File: src/rtl/int_async_crossing_sink_multi.sv
// Receive side of a multi-channel interrupt crossing: per-channel synchronizer,
// optional glitch filter, and a level or edge-latched output mode.
module int_async_crossing_sink_multi #(
   parameter int WIDTH      = 1,
   parameter int SYNC_DEPTH = 3,
   parameter int FILTER     = 0
) (
   input  logic             clock,
   input  logic             reset,
   input  logic [WIDTH-1:0] auto_in_sync,
   input  logic [WIDTH-1:0] mode,
   input  logic [WIDTH-1:0] clear,
   output logic [WIDTH-1:0] auto_out
);

   logic [SYNC_DEPTH-1:0][WIDTH-1:0] sync_q;
   logic [WIDTH-1:0]                 sync_last;
   logic [WIDTH-1:0]                 filt;
   logic [WIDTH-1:0]                 filt_dly_q;
   logic [WIDTH-1:0]                 rise;
   logic [WIDTH-1:0]                 pending_q;
   logic [WIDTH-1:0]                 pending_d;

   // Plain flop chain: nothing may sit between stages or metastability escapes.
   always_ff @(posedge clock or posedge reset) begin
      if (reset) begin
         sync_q <= '0;
      end else begin
         sync_q <= {sync_q[SYNC_DEPTH-2:0], auto_in_sync};
      end
   end

   assign sync_last = sync_q[SYNC_DEPTH-1];

   if (FILTER == 0) begin : g_bypass
      assign filt = sync_last;
   end else begin : g_filter
      localparam int CW = $clog2(FILTER + 1);
      logic [WIDTH-1:0][CW-1:0] cnt_q;
      logic [WIDTH-1:0]         filt_q;

      // The counter restarts whenever the input agrees with the filtered level,
      // so only FILTER consecutive disagreeing cycles can move it.
      always_ff @(posedge clock or posedge reset) begin
         if (reset) begin
            cnt_q  <= '0;
            filt_q <= '0;
         end else begin
            for (int i = 0; i < WIDTH; i++) begin
               if (sync_last[i] == filt_q[i]) begin
                  cnt_q[i] <= '0;
               end else if (cnt_q[i] == CW'(FILTER - 1)) begin
                  filt_q[i] <= sync_last[i];
                  cnt_q[i]  <= '0;
               end else begin
                  cnt_q[i] <= cnt_q[i] + 1'b1;
               end
            end
         end
      end

      assign filt = filt_q;
   end

   assign rise = filt & ~filt_dly_q;

   // Set beats clear; level-mode channels keep pending parked at zero.
   assign pending_d = mode & (rise | (pending_q & ~clear));

   always_ff @(posedge clock or posedge reset) begin
      if (reset) begin
         filt_dly_q <= '0;
         pending_q  <= '0;
      end else begin
         filt_dly_q <= filt;
         pending_q  <= pending_d;
      end
   end

   assign auto_out = (mode & pending_q) | (~mode & filt);

endmodule

File: config.mk
export PLATFORM = sky130hd
export DESIGN_NAME = int_async_crossing_sink_multi
export DESIGN_NICKNAME = d
export VERILOG_FILES = /design/src/rtl/int_async_crossing_sink_multi.sv
export SDC_FILE = /design/constraint.sdc
export NUM_CORES = 1
export LEC_CHECK = 0
export CORE_AREA = 3 3 40 42
export DETAILED_ROUTE_END_ITERATION = 7
export DIE_AREA = 0 0 43 45
export PLACE_DENSITY = 0.3
export RECOVER_POWER = 50
export SETUP_SLACK_MARGIN = 0.05
export SKIP_LAST_GASP = 1
export SLEW_MARGIN = 20
export SYNTH_ARGS = -nofsm -noshare
export SYNTH_HDL_FRONTEND = slang
export SYNTH_SLANG_ARGS = --single-unit
File: constraint.sdc
create_clock -name clock -period 0.8 [get_ports clock]
set_input_delay 0.08 -clock clock [delete_from_list [all_inputs] [get_ports clock]]
set_output_delay 0.08 -clock clock [all_outputs]
set_load 0.02 [all_outputs]
==> results.md, run 1 <==
- CTS tree: yes
- Largest net degree at the start of global routing: 6
- Synth Net Count: 15
- TritonRoute pass-1 iters: 1
- Placed cell count: 31
- Total die area: around 0.0019 mm2
- Crit path DAT: 1.02 ns
- Filler cells: 139
- Skew final: 0.00452 ns
- Cells after synthesis: 10
- H-tree Lvls: 1
- Worst r2r dst: pending_q$_DFF_PP0_
- Final worst path period need: 1.10 ns
- DP Area: 244 um2
- GRT overflow: 0
- Hold WC Path Type: in -> async
- Fin cells: 36
- Clk_lat worst skew: 0.24 ns
- Post-place setup slack: -0.700 ns
- # Max-Cap Violations: 0
- Initial antenna violation count: 0
- Synth cell types: 5
- CTS hold repair buffers: 0
- DIE HEIGHT: 45 um
- Clock Tree Buf Depth: 2
- Count of input and output buffers: 5
- RSZ-0062 raised after global routing: true
- Layout area overhead: 73.1%
- Worst slew margin: 88.2%
- Wire per inst: 7.19 um
- Status: finished with violations
- CP endpoint kind: output port
- Placer Congestion: 0.676
- Seq cells post-synth: 5
- Startpoint class of the critical path: input port
- Final hold vios: 0
- Diodes inserted: 0
- Avg Inst Size Synth: 16.8 um2
- Final Setup Violations: 2
- Via-per-instance ratio: 3.08
- CP max FO: 2
- DRC: 0
- Total power: 0.620 mW
- DRT iter0 DRCs: 0
- Clock net sink count: 5
- Global-route wire length before repair: 510 um
- Setup ws final: -0.300 ns
- Number of global-route vias before repair: approximately 130
- Core Footprint: 0.00128 mm2
- PwrDens: 2140 mW/mm2
- LEAKAGE: between 0.1 and 0.15 nW
- Max Slew Vio Count: 0
- Synth area leader: dfrtp_1
- Cts bufs inserted: 3
- Fin area: 290 um2
- Crit Path Category: in -> out
- CTS root buffer: clkbuf_4
- Vias: between 100 and 150
- WP data required: 0.72 ns
- I/O pin total: 6
- Maximum vdd drop: 0.000901 V
- Top cells by area, synth: dfrtp_1 (75%), mux2_4 (9.0%), nand2b_1 (7.5%), a21boi_2 (6.7%), inv_1 (2.2%)
- Post-layout nets: 27
- Die X: between 40 and 50 um
- GRT Total Usage: 4.10%
- Worst slew pin tran: 0.176 ns
- Total wire length: about 260 um
- Fraction of layout cells with a size suffix above 1: 42.9%
- # rows: 13
- Period utilization: 137%
- Violated checks: negative setup slack
- CTS clock-pin slew for the worst setup and hold paths: 0.04 ns
- Worst r2r src: filt$_DFF_PP0_
- Final design utilization: 22.6%
- R2r setup slk: -0.04 ns
- Initial Util: 13.0%
- Ys Warns: 0
- Mapped Area: roughly 170 um2
- Top-area cell type share of the netlist area: 74.6%
- Sequential share of the synthesized area: between 70% and 80%
- Max Clk Rate: a little over 900 MHz
- R2R cell count: 4
- Antenna viol nets, final: 0
[final cells by class]
type	count	area, um2	area share (%)
inverter	1	3.75	1.29
sequential	5	125	43.1
timing repair buffer	7	70.1	24.1
tap	15	18.8	6.47
multi-input combinational	4	46.3	15.9
clock buffer	4	26.3	9.05
[sequential cells by signal, summed over array words and instances (netlist names)]
register and count:
sync_q 2, filt 1, filt_dly_q 1, pending_q 1
[layer usage]
metal / GRT usage [%] / up-vias / wire (um)
met3: 4.78 / 0 / 42
met1: 3.91 / 50 / 112
met2: 5.39 / 8 / 105
met4: 1.81 / 0 / 0
li1: - / 53 / -
met5: 0 / - / 0
[cells in the mapped netlist, drive strengths merged]
library cell,count
mux2,1
a21boi,1
inv,1
nand2b,2
dfrtp,5
[worst max-delay path, cell delays in order]
cell             delay, ns
clkdlybuf4s50_1       0.50
mux2_4                0.31
buf_6                 0.13
[metrics by stage]
stage	setup TNS (ns)	hold slack, ns
after floorplan	0	-0.141
after global placement	-0.704	0.297
after detailed placement	-0.719	0.299
after CTS	-0.316	0.0389
after global routing	-0.419	0.182
final	-0.340	0.171
[cells in the final DEF, fill, tap and decap left out, drive strengths merged]
cell / Yosys / routed
buf: 0 / 3
dfrtp: 5 / 5
clkbuf: 0 / 4
mux2: 1 / 1
inv: 1 / 1
dlygate4sd3: 0 / 1
clkdlybuf4s50: 0 / 3
nand2b: 2 / 2
a21boi: 1 / 1
[how the worst max path moves through the flow]
stage	cells past startpoint	slack, ns	start	to
after detailed placement	3	-0.70	mode	auto_out
final	3	-0.30	mode	auto_out
after floorplan	1	0.05	filt$_DFF_PP0_	auto_out
after CTS	2	-0.32	filt$_DFF_PP0_	auto_out
after global routing	2	-0.34	filt$_DFF_PP0_	auto_out
after global placement	3	-0.69	mode	auto_out
[power by group]
group          internal [mW]  switching, mW  total (mW)
sequential             0.267        0.00454       0.271
clock                  0.188         0.0937       0.282
combinational         0.0448         0.0224      0.0672
[cell families (layout without fill, tap and decap cells)]
logic type | after synthesis | after routing | synth area share (%)
flip-flops | 5 | 5 | 74.6
buffers and inverters | 1 | 12 | 2.24
multiplexers | 1 | 1 | 8.95
AND/OR/NAND/NOR | 2 | 2 | 7.46
AO/OA/AOI/OAI | 1 | 1 | 6.72
[repair_timing]
item / in CTS / in global routing
buffers inserted: 1 / 1
endpoints found under the setup margin: 2 / 2
resized for setup: 7 / 1
Note: power is estimated with default switching activity, not from simulation.
==> inputs of run 2 (changes only) <==
HOLD_SLACK_MARGIN = 0.06   (was default)
==> results of run 2 <==
Same layout as run 1: the final DEF is identical, and so are final timing and power.
==> inputs of run 3 (changes only) <==
TNS_END_PERCENT = 10   (was default)
==> run 3 against run 2 <==
Against the previous run: the run still ends with negative setup slack left; via count is the same; core utilization shrank 0.88 points; maximum frequency is essentially flat; non-clock buffer count is the same; cell count is the same; sequential power is essentially flat; flip-flop and latch count is the same; wire length grew 1.9%; critical endpoint unchanged; largest power group unchanged; highest routed layer unchanged.
==> results.md, run 3 (same netlist as run 1, synthesis figures left out) <==
- GRT overflow: 0
- Fraction of layout cells with a size suffix above 1: 38.1%
- Filler cells: 143
- Final worst path period need: 1.10 ns
- Number of flip-flops in the largest register: 2
- Cts bufs inserted: 3
- Clock Tree Buf Depth: 2
- LEAKAGE: around 0.13 nW
- Violated checks: negative setup slack
- Final hold vios: 0
- Placer Congestion: 0.676
- Clk_lat worst skew: 0.24 ns
- Crit. Startpoint: mode
- Number of global-route vias before repair: 129
- Max Slew Vio Count: 0
- # Max-Cap Violations: 0
- Max Clk Rate: a little over 900 MHz
- Initial Util: 13.0%
- Maximum vdd drop: 0.000911 V
- Via-per-instance ratio: 3.08
- Largest Register: sync_q
- DRC: 0
- CTS tree: yes
- DRT iter0 DRCs: 0
- CP max FO: 2
- RSZ-0062 raised after global routing: true
- Hold WC Path Type: in -> async
- TritonRoute pass-1 iters: 1
- Total die area: 0.00194 mm2
- Count of input and output buffers: 5
- GRT Total Usage: under 10%
- CP endpoint kind: output port
- DIE HEIGHT: 45 um
- Post-layout nets: 27
- Vias: 111
- CTS clock-pin slew for the worst setup and hold paths: 0.04 ns
- Crit path max-delay cell type: clkdlybuf4s50_1
- Met3 WL: 42 um
- Skew final: 0.00452 ns
- Worst r2r src: filt$_DFF_PP0_
- WP data required: 0.72 ns
- PwrDens: 2200 mW/mm2
- Final hold slack: 0.171 ns
- Die X: about 43 um
- Layout area overhead: 66.4%
- Most frequent cells in the layout: dfrtp_1 (5), clkbuf_4 (3), clkdlybuf4s50_1 (3)
- Period utilization: 137%
- Startpoint class of the critical path: input port
- Worst slew pin tran: roughly 0.18 ns
- Diodes inserted: 0
- I/O pin total: 6
- Total power: 0.614 mW
- # rows: 13
- CP top delay family: buffers and inverters
- Setup ws final: -0.300 ns
- Worst path cell trace: clkdlybuf4s50_1 -> mux2_4 -> buf_6
- Max incr delay on CP: 0.50 ns
- R2r setup slk: -0.08 ns
- Antenna viol nets, final: 0
- Crit path buf inv count: 2
- Commonest non-fill, non-tap cell in the layout: dfrtp_1
- Crit path DAT: slightly above 1 ns
- Max Used Layer: met3
- M1 WL: 116 um
- H-tree Lvls: 1
- Largest net degree at the start of global routing: 6
- Status: finished with violations
- CTS root buffer: clkbuf_4
- Crit Path Category: in -> out
- Wire per inst: 7.33 um
- Final Setup Violations: 2
- Clock net sink count: 5
- Global-route wire length before repair: 524 um
- Total wire length: 264 um
- Worst slew margin: 88.2%
- Initial antenna violation count: 0
- Met2 WL post-DR: 106 um
- Core Footprint: 0.00128 mm2
-- run 3: cell count changes in the layout (fill, tap and decap cells not counted) --
cell / delta
buf_6: -1
nand2b_1: +1
buf_4: +1
nand2b_4: -1
-- run 3: what timing repair did --
action / CTS / global route
resized for setup: 6 / 0
buffers inserted: 1 / 0
endpoints found under the hold margin: 5 / 5
setup endpoints to repair: 2 / 3
-- run 3: worst register-to-register path, stage by stage, from the launching register on --
cell and delay, ns:
dfrtp_1 0.38, buf_4 0.13, buf_4 0.12, nand2b_1 0.08, a21boi_2 0.06
-- run 3: metal layers --
metal  global-route usage, %  vias to the layer above
met1                    4.16                       50
met5                       0                        -
li1                        -                       53
met3                    4.78                        0
met2                    5.39                        8
met4                    1.81                        0
-- run 3: layout make-up --
class / count / area [um2] / area share [%]
repair buffers: 7 / 66.3 / 23.8
clock buffers: 4 / 26.3 / 9.42
well taps: 15 / 18.8 / 6.73
flip-flops and latches: 5 / 125 / 44.8
multi-input cells: 4 / 38.8 / 13.9
inverters: 1 / 3.75 / 1.35
-- run 3: path summary, 6_finish.rpt --
kind                            cells past startpoint                   end
worst max-delay path                                3              auto_out
worst min-delay path                                2  filt_dly_q$_DFF_PP0_
worst max register to register                      4   pending_q$_DFF_PP0_
worst min register to register                      0        filt$_DFF_PP0_
max in group asynchronous                           2   sync_q[1]$_DFF_PP0_
min in group clock                                  1   sync_q[0]$_DFF_PP0_
-- run 3: through the flow --
stage / util (%) / instances / setup slack [ns] / TNS, ns / cell area (um2)
after floorplan: - / 10 / 0.0543 / 0 / 168
after global placement: 19.0 / 31 / -0.693 / -0.704 / 244
after global routing: 21.7 / 36 / -0.346 / -0.482 / 279
final: 21.7 / 36 / -0.300 / -0.384 / 279
after CTS: 21.7 / 36 / -0.316 / -0.411 / 279
after detailed placement: 19.0 / 31 / -0.700 / -0.719 / 244
-- run 3: power breakdown --
part	internal [mW]	total (mW)	switching, mW
logic	0.0403	0.0610	0.0208
clock network	0.188	0.282	0.0937
registers	0.267	0.271	0.00425
